**config.mk**
```make
export PLATFORM = sky130hd
export DESIGN_NAME = johnson_phase_monitor
export DESIGN_NICKNAME = d
export VERILOG_FILES = /design/src/rtl/johnson_phase_monitor.sv
export SDC_FILE = /design/constraint.sdc
export NUM_CORES = 1
export LEC_CHECK = 0
export CORE_MARGIN = 10
export CORE_UTILIZATION = 30
export CTS_CLUSTER_DIAMETER = 40
export DETAILED_ROUTE_END_ITERATION = 8
export DONT_BUFFER_PORTS = 1
export PLACE_DENSITY = 0.45
export SLEW_MARGIN = 30
export SYNTH_ARGS = -nofsm -noshare
export SYNTH_HDL_FRONTEND = slang
export SYNTH_SLANG_ARGS = --single-unit
```
**constraint.sdc**
```tcl
create_clock -name clk -period 6.3 [get_ports clk]
set_input_delay 1.89 -clock clk [delete_from_list [all_inputs] [get_ports clk]]
set_output_delay 1.89 -clock clk [all_outputs]
set_load 0.02 [all_outputs]
```
**src/rtl/johnson_phase_monitor.sv**
```systemverilog
// Decodes a Johnson counter bus into one-hot/binary phase and checks code legality, step order and revolutions.
// Optional feature: define JMON_BIDIR_EN to accept reverse steps (and count reverse revolutions).
module johnson_phase_monitor #(
  parameter int WIDTH = 4,
  parameter int REV_W = 8,
  parameter int IDX_W = 3
) (
  input  logic                 clk,
  input  logic                 load,
  input  logic [WIDTH-1:0]     cnt_in,
  input  logic                 cnt_valid,
  input  logic                 clr_err,
  output logic [2*WIDTH-1:0]   phase_onehot,
  output logic [IDX_W-1:0]     phase_idx,
  output logic                 phase_valid,
  output logic                 illegal_code,
  output logic                 seq_err,
  output logic                 rev_pulse,
  output logic [REV_W-1:0]     rev_count
);

  localparam int NPH = 2 * WIDTH;
  localparam logic [WIDTH-1:0] ALL1 = '1;
  localparam logic [IDX_W-1:0] LAST = IDX_W'(NPH - 1);

  typedef enum logic [1:0] {SYNC, LOCKED, FAULT} state_t;

  state_t             state_q, state_d;
  logic [NPH-1:0]     phase_onehot_q, phase_onehot_d;
  logic [IDX_W-1:0]   phase_idx_q, phase_idx_d;
  logic               phase_valid_q, phase_valid_d;
  logic               illegal_code_q, illegal_code_d;
  logic               seq_err_q, seq_err_d;
  logic               rev_pulse_q, rev_pulse_d;
  logic [REV_W-1:0]   rev_count_q, rev_count_d;

  // Canonical code per phase: ones fill in from the LSB, then drain out from the LSB.
  logic [WIDTH-1:0] canon [NPH];
  generate
    for (genvar gi = 0; gi < NPH; gi++) begin : g_canon
      if (gi <= WIDTH) begin : g_fill
        assign canon[gi] = ~(ALL1 << gi);
      end else begin : g_drain
        assign canon[gi] = ALL1 << (gi - WIDTH);
      end
    end
  endgenerate

  logic [IDX_W:0]   pop, k_full;
  logic [IDX_W-1:0] k;
  logic             legal;
  logic [NPH-1:0]   onehot_k;
  logic [IDX_W-1:0] idx_inc;

  always_comb begin
    pop = '0;
    for (int i = 0; i < WIDTH; i++) pop = pop + (IDX_W+1)'(cnt_in[i]);
    k_full = cnt_in[WIDTH-1] ? (IDX_W+1)'(NPH) - pop : pop;
    k      = k_full[IDX_W-1:0];
    legal  = 1'b0;
    for (int i = 0; i < NPH; i++) begin
      if (k_full == (IDX_W+1)'(i) && cnt_in == canon[i]) legal = 1'b1;
    end
    onehot_k = {{(NPH-1){1'b0}}, 1'b1} << k;
    idx_inc  = (phase_idx_q == LAST) ? '0 : phase_idx_q + 1'b1;
  end

`ifdef JMON_BIDIR_EN
  logic [IDX_W-1:0] idx_dec;
  assign idx_dec = (phase_idx_q == '0) ? LAST : phase_idx_q - 1'b1;
`endif

  logic go_fault;

  always_comb begin
    state_d        = state_q;
    phase_onehot_d = phase_onehot_q;
    phase_idx_d    = phase_idx_q;
    phase_valid_d  = phase_valid_q;
    illegal_code_d = 1'b0;
    seq_err_d      = seq_err_q;
    rev_pulse_d    = 1'b0;
    rev_count_d    = rev_count_q;
    go_fault       = 1'b0;

    if (clr_err) begin
      // Resync: the concurrent sample is discarded, revolution count is kept.
      state_d        = SYNC;
      seq_err_d      = 1'b0;
      phase_valid_d  = 1'b0;
      phase_onehot_d = '0;
    end else if (cnt_valid) begin
      illegal_code_d = ~legal;
      case (state_q)
        SYNC: begin
          if (legal) begin
            state_d        = LOCKED;
            phase_idx_d    = k;
            phase_onehot_d = onehot_k;
            phase_valid_d  = 1'b1;
          end else begin
            go_fault = 1'b1;
          end
        end
        LOCKED: begin
          if (legal && k == phase_idx_q) begin
            phase_valid_d = 1'b1;
          end else if (legal && k == idx_inc) begin
            phase_idx_d    = k;
            phase_onehot_d = onehot_k;
            phase_valid_d  = 1'b1;
            if (phase_idx_q == LAST) begin
              rev_pulse_d = 1'b1;
              rev_count_d = rev_count_q + 1'b1;
            end
`ifdef JMON_BIDIR_EN
          end else if (legal && k == idx_dec) begin
            phase_idx_d    = k;
            phase_onehot_d = onehot_k;
            phase_valid_d  = 1'b1;
            if (phase_idx_q == '0) begin
              rev_pulse_d = 1'b1;
              rev_count_d = rev_count_q - 1'b1;
            end
`endif
          end else begin
            go_fault = 1'b1;
          end
        end
        FAULT:   seq_err_d = 1'b1;
        default: state_d = SYNC;
      endcase
    end

    if (go_fault) begin
      state_d        = FAULT;
      phase_valid_d  = 1'b0;
      phase_onehot_d = '0;
      seq_err_d      = 1'b1;
    end
  end

  always_ff @(posedge clk) begin
    if (load) begin
      state_q        <= SYNC;
      phase_onehot_q <= '0;
      phase_idx_q    <= '0;
      phase_valid_q  <= 1'b0;
      illegal_code_q <= 1'b0;
      seq_err_q      <= 1'b0;
      rev_pulse_q    <= 1'b0;
      rev_count_q    <= '0;
    end else begin
      state_q        <= state_d;
      phase_onehot_q <= phase_onehot_d;
      phase_idx_q    <= phase_idx_d;
      phase_valid_q  <= phase_valid_d;
      illegal_code_q <= illegal_code_d;
      seq_err_q      <= seq_err_d;
      rev_pulse_q    <= rev_pulse_d;
      rev_count_q    <= rev_count_d;
    end
  end

  assign phase_onehot = phase_onehot_q;
  assign phase_idx    = phase_idx_q;
  assign phase_valid  = phase_valid_q;
  assign illegal_code = illegal_code_q;
  assign seq_err      = seq_err_q;
  assign rev_pulse    = rev_pulse_q;
  assign rev_count    = rev_count_q;

endmodule
```
# Word level (Yosys, flattened, before mapping)
# Index checks and enable logic that the tools add are counted.
[op_classes]
addsub = 6
n_eq_ne = 25
n_shift = 1
mux = 38
bitwise = 7
reduce_logical = 27
[op_table]
columns = ["op", "n"]
rows = [
  ["$mux W8", 3],
  ["$mux W1", 21],
  ["$eq A4 B3 Y1 const B", 5],
  ["$eq A4 B4 Y1 const B", 4],
  ["$pmux W8 S2", 1],
  ["$eq A4 B2 Y1 const B", 3],
  ["$mux W3", 4],
  ["$reduce_and A6 Y1", 2],
  ["$logic_and A1 B1 Y1", 10],
  ["$add A8 B1 Y8 const B", 1],
  ["$eq A4 B1 Y1 const B", 2],
  ["$logic_not A4 Y1", 2],
  ["$mux W2", 4],
  ["$shl A1 B3 Y8 const A", 1],
  ["$not A1 Y1", 7],
  ["$eq A3 B3 Y1", 2],
  ["$ne A2 B2 Y1 const B", 3],
  ["$pmux W3 S2", 1],
  ["$reduce_and A3 Y1", 2],
  ["$reduce_bool A3 Y1", 2],
  ["$reduce_or A3 Y1", 2],
  ["$reduce_or A6 Y1", 1],
  ["$reduce_and A5 Y1", 1],
  ["$add A3 B1 Y4", 1],
  ["18 further kinds", 19],
]
[word_totals]
register_bits = 25
input_bits = 8
elab_cells = 113

# Logic depth before layout (Yosys ltp)
# Gate-level depths: netlist of the first run.
[logic_depth]
depth_word = 23
depth_mapped = 16

# Least setup slack after synthesis of the first run
# No wires, ideal clock.
[synth_timing]
path_type = "input -> register"
start = "input cnt_in[0]"
end = "register rev_count_q[5] (netlist: rev_count[5])"
setup_ns = 0.123
t_arrival_ns = 4.980
t_required_ns = 6.177
slack_ns = 1.196
cell_stages = 16
n_path_buf = 2
cell_sequence = "inv_1 fa_1 inv_1 ha_1 inv_1 ha_1 inv_1 ha_1 mux2i_2 a21oi_1 or3_1 buf_2 a21o_1 buf_6 nor3_1 mux2_1"
[synth_via]
elab_chain_cells = 18
elab_cells_between_ends = 43
cone_classes = "4 x add/sub; 16 x eq/ne; 9 x mux; 1 x bitwise; 13 x reduce/logical"
[synth_rtl]
columns = ["element", "line_no", "text"]
rows = [
  ["start: declaration", "10", "input logic [WIDTH-1:0] cnt_in,"],
  ["$add A1 B1 Y2", "57", "for (int i = 0; i < WIDTH; i++) pop = pop + (IDX_W+1)'(cnt_in[i]);"],
  ["$add A2 B1 Y3", "57", ""],
  ["$add A3 B1 Y4", "57", ""],
  ["$sub A4 B4 Y4", "58", "k_full = cnt_in[WIDTH-1] ? (IDX_W+1)'(NPH) - pop : pop;"],
  ["$mux W4", "58", ""],
  ["$logic_not A4 Y1", "62", "if (k_full == (IDX_W+1)'(i) && cnt_in == canon[i]) legal = 1'b1;"],
  ["$logic_and A1 B1 Y1", "62", ""],
  ["$mux W1 (8 in series)", "62", ""],
  ["$logic_and A1 B1 Y1", "106", "if (legal && k == phase_idx_q) begin"],
  ["$not A1 Y1 (no line)", "--", ""],
  ["$reduce_and A6 Y1 (no line) *", "--", ""],
  ["end signal: assignment", "161", "rev_count_q <= rev_count_d;"],
  ["end: declaration", "35", "logic [REV_W-1:0] rev_count_q, rev_count_d;"],
]
# Every way passes the cells marked *; elsewhere a longest branch is shown, timed or not.
# A chain may end at the register's enable or synchronous reset.

# Worst setup path after layout of the first run
[layout_timing]
start = "input cnt_in[0]"
end = "register rev_count_q[6] (netlist: rev_count[6])"
[layout_via]
elab_chain_cells = 18
elab_cells_between_ends = 43
cone_classes = "4 x add/sub; 16 x eq/ne; 9 x mux; 1 x bitwise; 13 x reduce/logical"
[layout_rtl]
columns = ["element", "line_no", "text"]
rows = [
  ["$add A1 B1 Y2 *", "57", ""],
  ["$add A2 B1 Y3 *", "57", ""],
  ["$add A3 B1 Y4 *", "57", ""],
  ["$sub A4 B4 Y4", "58", ""],
  ["$mux W4 *", "58", ""],
  ["net k_full[0]", "49", "logic [IDX_W:0] pop, k_full;"],
  ["$logic_not A4 Y1", "62", ""],
  ["$logic_and A1 B1 Y1", "62", ""],
  ["$mux W1 (8 in series)", "62", ""],
  ["$logic_and A1 B1 Y1", "106", ""],
  ["$not A1 Y1 (no line)", "--", ""],
  ["$reduce_and A6 Y1 (no line) *", "--", ""],
]
# Mark *: on every way through the listed nets, which the timed path passes. The rest lies on a longest branch.

==> impl_metrics.yaml, run 1 <==
outcome:
  status: "finished clean"
critical_path:
  worstPathRequired_ns: 6.45
  crit_type: "primary input to register"
  start_kind: "primary input"
  crit_fanout: 24
  crit_arrival_ns: 5.60
  endpoint_kind: "register"
  worst-r2r-setup-slack_ns: 3.41
detailed_routing:
  drc: 0
  routedWlPerCell_um: 15.6
  wirelength_um: 4100
  firstDrtPassIters: 4
  via_per_inst: 5.27
  drt_iter0_drc: 67
  via_count: 1386
  detail-route-antenna-nets: 0
sta:
  skew_ns: 0.00429
  period_share_pct: 86.5
  slew_viol_final: 0
  min_period_ns: 5.45
  worstMarginPinSlew_ns: 0.806
  slew_headroom_pct: 45.6
  fin_tns_setup_ns: 0
  setup_viol: 0
  setup_slack_ns: 0.849
  fmax_mhz: 183
  rsz0062_at_grt: "no"
  hold_viol_final: 0
clock_tree:
  path_clk_slew_ns: 0.08
  numCtsBuffers: 3
  postCtsHoldBufs: 0
  cts_tree: "built"
  postCtsResizedCells: 0
  cts-root-buf: "clkbuf_8"
  clock_sinks: 25
  htree_levels: 1
  cts_setup_buffers: 0
  cts_max_path_buffers: 2
  clock_latency_ns: 0.26
placement:
  dp_hpwl_um: 3190
  placed_area_um2: 1700
  place_congestion: 0.818
  place_ws_ns: 0.587
  portBuffers: 0
final_layout:
  postLayoutCellArea_um2: 1750
  area.growth.synth_to_final_pct: 5.35
  regArea_um2: 500
  layout.nets: 215
  fill_cells: 574
  n_antenna_cell: 0
  layout_common_cells: "dfxtp_1, a21oi_1, inv_1, nor2_1, ha_1"
  final_common_cell: "dfxtp_1"
  drive_above_1_share_pct: 5.76
  multiInputGateArea_um2: 1050
synthesis:
  synthArstFlopShare_pct: 0
  synth_area_um2: 1660
  synth-seq-cells: 25
  synth_flop_cell: "dfxtp_1"
  synth_cell_types: 45
  synth_top_area_share_pct: 30.1
  synth_fp_nets: 219
  ys.warnings.count: 0
  yosysTopAreaCell: "dfxtp_1"
  synthTopCellsByArea: "dfxtp_1, ha_1, a21oi_1, nand4_1, inv_1"
  synth_edf_count: 0
  syn_inst: 196
  syn_area_per_cell_um2: 8.47
  seq_area_frac_synth_pct: 30.1
global_routing:
  grt_pass1_wl_um: 6710
  grt_pass1_vias: 1447
  grt_overflow: 0
  grt_max_degree: 25
  antenna_found_initial: 0
  grtUsageTotal_pct: 9.27
floorplan:
  pin_count: 31
  rows: 27
  die-area_um2: 8910
  core-area_um2: 5440
  fp.dieW_um: 94.4
  initial_core_util_pct: 30.5
  die_h_um: 94.4
power_and_ir_drop:
  leakagePower_nw: 0.652
  p_per_area_nw_per_um2: 215
  p_total_uw: 376
  ir_worst_vdd_uv: 101
job:
  maxCapViolations: 0
hold_path:
  hp-class: "register to register"
==> metal layers <==
layer	up-vias	wire, um	track usage [%]
met5	-	0	0
met4	0	17	1.65
met3	2	448	4.92
met2	33	2060	16.9
met1	652	1580	9.18
li1	699	-	-
==> cell families (layout without fill, tap and decap cells) <==
kind of cell	Yosys count	in the layout	synth area share, %
xor+xnor	9	9	6.48
fa+ha+maj	15	15	11.8
compound gates	48	48	17.9
mux	6	6	4.45
simple gates	67	67	22.4
buf+inv	26	21	6.86
flops	25	25	30.1
==> area by class of cell <==
class,count,share of cell area [%]
Clock buffer,4,2.58
Inverter,16,3.43
Multi-Input combinational cell,145,59.8
Sequential cell,25,28.6
Tap cell,72,5.15
Timing Repair Buffer,1,0.429
==> report_power, final <==
part	total [mW]	internal (mW)	switching, mW	leakage [nW]
clock network	0.0911	0.0451	0.0460	0.0228
logic	0.118	0.0442	0.0743	0.427
registers	0.167	0.161	0.00589	0.202
total	0.376	0.250	0.126	0.652
==> flip-flops by register name, indices dropped and copies added, names as in the netlist <==
signal and count:
rev_count 8, phase_onehot 8, phase_idx 3, state_q 2, seq_err 1, illegal_code 1, phase_valid 1, rev_pulse 1
==> path summary, 6_finish.rpt <==
check | from | end | cells past startpoint
max | cnt_in[0] | rev_count[6] | 12
min reg2reg | state_q[1] | state_q[1] | 2
max reg2reg | phase_idx[0] | rev_count[6] | 7
min | state_q[1] | state_q[1] | 2
==> per-stage QoR <==
step | hold WS (ns) | std cells | util (%)
floorplan | 0.483 | 196 | -
global placement | 0.524 | 259 | 31.3
detailed placement | 0.532 | 259 | 31.3
CTS | 0.544 | 263 | 32.2
global route | 0.579 | 263 | 32.2
finish | 0.530 | 263 | 32.2
==> synthesized netlist by cell type (all sizes together), types with 3 or more instances <==
master	number
and3	4
mux2	5
a31oi	3
nand4b	3
nand3	5
nand2	3
buf	6
nor2	15
nor4	3
xor2	3
dfxtp	25
nor3	7
xnor2	4
inv	16
ha	14
o31ai	4
or3	5
nand4	10
clkbuf	4
o21ai	12
a21oi	18
nor2b	7
==> critical path, stage by stage <==
cell     delay (ns)
inv_1          0.06
fa_1           0.54
inv_1          0.04
ha_1           0.49
inv_2          0.16
ha_1           0.35
mux2i_2        0.36
a21oi_1        0.07
or3_1          0.45
a21o_1         0.43
nor4_1         0.40
mux2_1         0.35
No activity file was read; power rests on OpenSTA's default activity.
==> run 2, diff against run 1 <==
BUFFER_PORTS_ARGS = -buffer_cell sky130_fd_sc_hd__buf_2   (was default)
CELL_PAD_IN_SITES_DETAIL_PLACEMENT = 1   (was default)
CELL_PAD_IN_SITES_GLOBAL_PLACEMENT = 1   (was default)
DONT_BUFFER_PORTS = default   (was 1)
PLACE_DENSITY = 0.62   (was 0.45)
==> run 2 against run 1 <==
  * Cell area is 9.9% higher
  * Worst hold slack worse by 0.078 ns
  * Clock skew is 0.0056 ns higher
  * Flip-flop and latch count stayed put
  * Sequential share of layout area is 2.6 points lower
  * First-iteration DRC count is 22% lower
  * Register-to-register slack better by 0.42 ns
  * Die area stayed put
  * Fmax is 2.3% lower
  * Total power is 3.3% higher
  * Critical path type unchanged
  * Largest power group unchanged
==> impl_metrics.yaml, run 2 (synthesized netlist as in run 1, its figures left out) <==
outcome:
  status: "finished clean"
critical_path:
  r2r_end: "rev_count[6]"
  crit_type: "primary input to register"
  worstPathRequired_ns: 6.46
  crit_arrival_ns: 5.74
  worst-r2r-setup-slack_ns: 3.83
  start_kind: "primary input"
  crit_fanout: 24
  r2r-start: "phase_idx[0]"
  r2r.worst_path.cells: 8
  endpoint_kind: "register"
global_routing:
  gr-max-usage-layer: "met2"
  use_met2_pct: 17.3
  met3_usage_pct: 3.49
  grt_pass1_wl_um: 7130
  antenna_found_initial: 0
  grt_pass1_vias: 1519
  grt_overflow: 0
  grt_max_degree: 25
  met1_usage_pct: 10.7
  grtUsageTotal_pct: 9.60
sta:
  whs_ns: 0.453
  hold_viol_final: 0
  min_period_ns: 5.58
  setup_slack_ns: 0.719
  fmax_mhz: 179
  rsz0062_at_grt: "no"
  worstMarginPinSlew_ns: 0.693
  setup_viol: 0
  period_share_pct: 88.6
  fin_tns_setup_ns: 0
  slew_headroom_pct: 53.8
  slew_viol_final: 0
  skew_ns: 0.00984
detailed_routing:
  via_per_inst: 5.11
  wirelength_um: 4290
  routedWlPerCell_um: 14.5
  detail-route-antenna-nets: 0
  drc: 0
  firstDrtPassIters: 4
  drt_iter0_drc: 52
  via_count: 1512
floorplan:
  pin_count: 31
  die-area_um2: 8910
  fp.dieW_um: 94.4
  initial_core_util_pct: 30.5
  rows: 27
  die_h_um: 94.4
  core-area_um2: 5440
clock_tree:
  cts_setup_buffers: 0
  cts_max_path_buffers: 2
  path_clk_slew_ns: 0.09
  postCtsResizedCells: 0
  postCtsHoldBufs: 0
  numCtsBuffers: 3
  cts-root-buf: "clkbuf_8"
  htree_levels: 1
  clock_latency_ns: 0.27
  clock_sinks: 25
  cts_tree: "built"
power_and_ir_drop:
  p_per_area_nw_per_um2: 202
  ir_worst_vdd_uv: 92.7
  leakagePower_nw: 0.824
final_layout:
  final_common_cell: "buf_2"
  drive_above_1_share_pct: 20.1
  n_antenna_cell: 0
  layout.nets: 248
  layout_common_cells: "buf_2, dfxtp_1, a21oi_1, inv_1, nor2_1"
  final_core_util_pct: 35.4
  fill_cells: 675
  area.growth.synth_to_final_pct: 15.8
placement:
  portBuffers: 30
  place_ws_ns: 0.424
  dp_hpwl_um: 3360
  place_congestion: 0.746
hold_path:
  holdPathStages: 2
  hold_end: "phase_valid"
  hp-class: "register to register"
  min_from: "phase_valid"
job:
  maxCapViolations: 0
## run 2: changes by cell type in the layout (fill, tap and decap cells not counted)
cell	change
buf_2	+30
buf_4	+3
clkbuf_1	-1
clkinv_2	+1
## run 2: layer usage
layer / part of all wire (%) / vias to the layer above
met5: 0 / -
met2: 48 / 23
met3: 6.7 / 2
met1: 44 / 716
li1: - / 771
met4: 0.44 / 0
## run 2: stage by stage
stage / power (mW) / std cells / cell area, um^2
finish: 0.389 / 296 / 1920
floorplan: 0.269 / 196 / 1660
detailed placement: 0.299 / 292 / 1880
global route: 0.419 / 296 / 1920
CTS: 0.395 / 296 / 1920
global placement: 0.300 / 292 / 1880
## run 2: power breakdown
group          switching (mW)  leakage (nW)  total (mW)  internal, mW
Combinational          0.0826         0.596       0.132        0.0490
Clock                  0.0494        0.0255      0.0935        0.0442
Sequential            0.00273         0.202       0.164         0.161
Total                   0.135         0.824       0.389         0.254
## run 2: worst max-delay path by stage
| stage | startpoint | endpoint | slack, ns | depth (start not counted) |
|---|---|---|---|---|
| global placement | cnt_in[0] | rev_count[6] | 0.52 | 13 |
| floorplan | cnt_in[0] | rev_count[5] | 1.20 | 16 |
| finish | cnt_in[0] | rev_count[5] | 0.72 | 13 |
| global route | cnt_in[0] | rev_count[5] | 0.44 | 13 |
| detailed placement | cnt_in[0] | rev_count[5] | 0.42 | 13 |
| CTS | cnt_in[0] | rev_count[5] | 0.70 | 13 |
## run 2: layout make-up
cell class | instances | area [um^2] | share of cell area [%]
repair buffers | 34 | 180 | 9.37
well taps | 72 | 90.1 | 4.68
inverters | 16 | 60.1 | 3.12
clock inverters | 1 | 5.00 | 0.260
clock buffers | 3 | 41.3 | 2.15
flip-flops and latches | 25 | 500 | 26.0
multi-input cells | 145 | 1050 | 54.4
## run 2: worst max-delay path: stages
cell     delay (ns)
buf_2          0.11
inv_1          0.09
fa_1           0.55
inv_1          0.04
ha_1           0.49
inv_2          0.16
ha_1           0.36
mux2_4         0.31
and3_1         0.20
o31ai_2        0.42
a21o_1         0.64
nor3_1         0.15
mux2_1         0.34
==> run 3, diff against run 2 <==
CELL_PAD_IN_SITES_DETAIL_PLACEMENT = 0   (was 1)
CELL_PAD_IN_SITES_GLOBAL_PLACEMENT = 2   (was 1)
PLACE_DENSITY = 0.75   (was 0.62)
REMOVE_ABC_BUFFERS = 1   (was default)
==> run 3 against run 2 <==
  * Sequential share of layout area about the same
  * Clock skew decreased by 0.0065 ns
  * Highest routed layer unchanged
  * Utilization about the same
  * Critical path type unchanged
  * Via count increased by 1.2%
  * Clock power increased by 3.7%
  * Global-route usage increased by 0.24 points
  * Die area unchanged
==> impl_metrics.yaml, run 3 (synthesized netlist as in run 1, its figures left out) <==
floorplan:
  fp.dieW_um: 94.4
  initial_core_util_pct: 30.5
  pin_count: 31
  core-area_um2: 5440
  die_h_um: 94.4
  die-area_um2: 8910
  rows: 27
final_layout:
  n_antenna_cell: 0
  layout_common_cells: "buf_2, dfxtp_1, a21oi_1, inv_1, nor2_1"
  final_common_cell: "buf_2"
  layout.nets: 248
  drive_above_1_share_pct: 19.6
  area.growth.synth_to_final_pct: 15.7
  fill_cells: 599
clock_tree:
  postCtsResizedCells: 0
  path_clk_slew_ns: 0.09
  clock_latency_ns: 0.27
  cts_tree: "built"
  numCtsBuffers: 3
  clock_sinks: 25
  htree_levels: 1
  postCtsHoldBufs: 0
  cts-root-buf: "clkbuf_8"
  cts_setup_buffers: 0
  cts_max_path_buffers: 2
sta:
  fin_tns_setup_ns: 0
  skew_ns: 0.00329
  hold_viol_final: 0
  worstMarginPinSlew_ns: 0.694
  rsz0062_at_grt: "no"
  whs_ns: 0.459
  min_period_ns: 5.45
  period_share_pct: 86.6
  fmax_mhz: 183
  slew_viol_final: 0
  slew_headroom_pct: 53.8
  setup_viol: 0
  setup_slack_ns: 0.845
critical_path:
  start_kind: "primary input"
  endpoint_kind: "register"
  crit_type: "primary input to register"
  crit_fanout: 24
  worstPathRequired_ns: 6.47
  crit_arrival_ns: 5.62
job:
  maxCapViolations: 0
power_and_ir_drop:
  leakagePower_nw: 0.822
  pwr-share-clk_pct: 24.6
  p_per_area_nw_per_um2: 206
  power_frac_comb_pct: 34.0
  p_seq_share_pct: 41.4
  switching_share_pct: 35.0
  p_int_uw: 257
  ir_worst_vdd_uv: 101
  p_switching_uw: 138
detailed_routing:
  via_count: 1530
  drt_iter0_drc: 63
  wirelength_um: 4230
  via_per_inst: 5.17
  routedWlPerCell_um: 14.3
  drc: 0
  firstDrtPassIters: 6
  detail-route-antenna-nets: 0
global_routing:
  grt_pass1_vias: 1509
  antenna_found_initial: 0
  grtUsageTotal_pct: 9.84
  grt_max_degree: 25
  grt_overflow: 0
  grt_pass1_wl_um: 7190
  gr-max-usage-layer: "met2"
  use_met2_pct: 16.0
  met1_usage_pct: 12.0
  met3_usage_pct: 3.89
placement:
  place_congestion: 0.767
  portBuffers: 30
  place_ws_ns: 0.508
  dp_hpwl_um: 3120
outcome:
  status: "finished clean"
hold_path:
  hp-class: "register to register"
-- run 3: changes by cell type in the layout (fill, tap and decap cells not counted), sizes merged --
cell / previous run / this run
clkinv: 1 / 0
clkbuf: 3 / 4
-- run 3: final timing paths --
check / to / cells past startpoint / from / slack (ns)
worst max-delay path: rev_count[6] / 15 / cnt_in[0] / 0.85
worst max register to register: rev_count[6] / 7 / phase_idx[0] / 3.49
worst min-delay path: phase_valid / 2 / phase_valid / 0.46
worst min register to register: phase_valid / 2 / phase_valid / 0.46
-- run 3: layout make-up --
class | count | area [um^2] | share of cell area [%]
repair buffers | 34 | 180 | 9.38
flip-flops and latches | 25 | 500 | 26.0
multi-input cells | 145 | 1050 | 54.4
well taps | 72 | 90.1 | 4.69
clock buffers | 4 | 45.0 | 2.34
inverters | 16 | 60.1 | 3.13
-- run 3: per-stage QoR --
stage | cells | util (%) | total power, mW | area, um^2
after global routing | 296 | 35.3 | 0.418 | 1920
after floorplan | 186 | - | 0.262 | 1610
after CTS | 296 | 35.3 | 0.399 | 1920
after global placement | 292 | 34.5 | 0.302 | 1880
after detailed placement | 292 | 34.5 | 0.301 | 1880
final | 296 | 35.3 | 0.395 | 1920
-- run 3: critical path, stage by stage --
cell	delay, ns
buf_2	0.10
inv_1	0.08
fa_1	0.48
inv_1	0.06
ha_1	0.16
inv_1	0.05
ha_1	0.33
inv_1	0.06
ha_1	0.29
mux2i_2	0.40
a21oi_1	0.07
or3_1	0.45
a21o_1	0.43
nor4_1	0.40
mux2_1	0.35
-- run 3: per-layer routing --
layer / vias to the layer above / routed length [um]
met2: 35 / 1810
li1: 771 / -
met1: 720 / 2000
met4: 0 / 42
met5: - / 0
met3: 4 / 370
-- run 3: power by group through the flow --
stage	clock, mW	sequential [mW]	combinational, mW
after floorplan	0	0.170	0.0924
after global placement	0	0.167	0.135
after detailed placement	0	0.167	0.133
after CTS	0.101	0.164	0.135
after global routing	0.104	0.164	0.150
final	0.0970	0.163	0.134
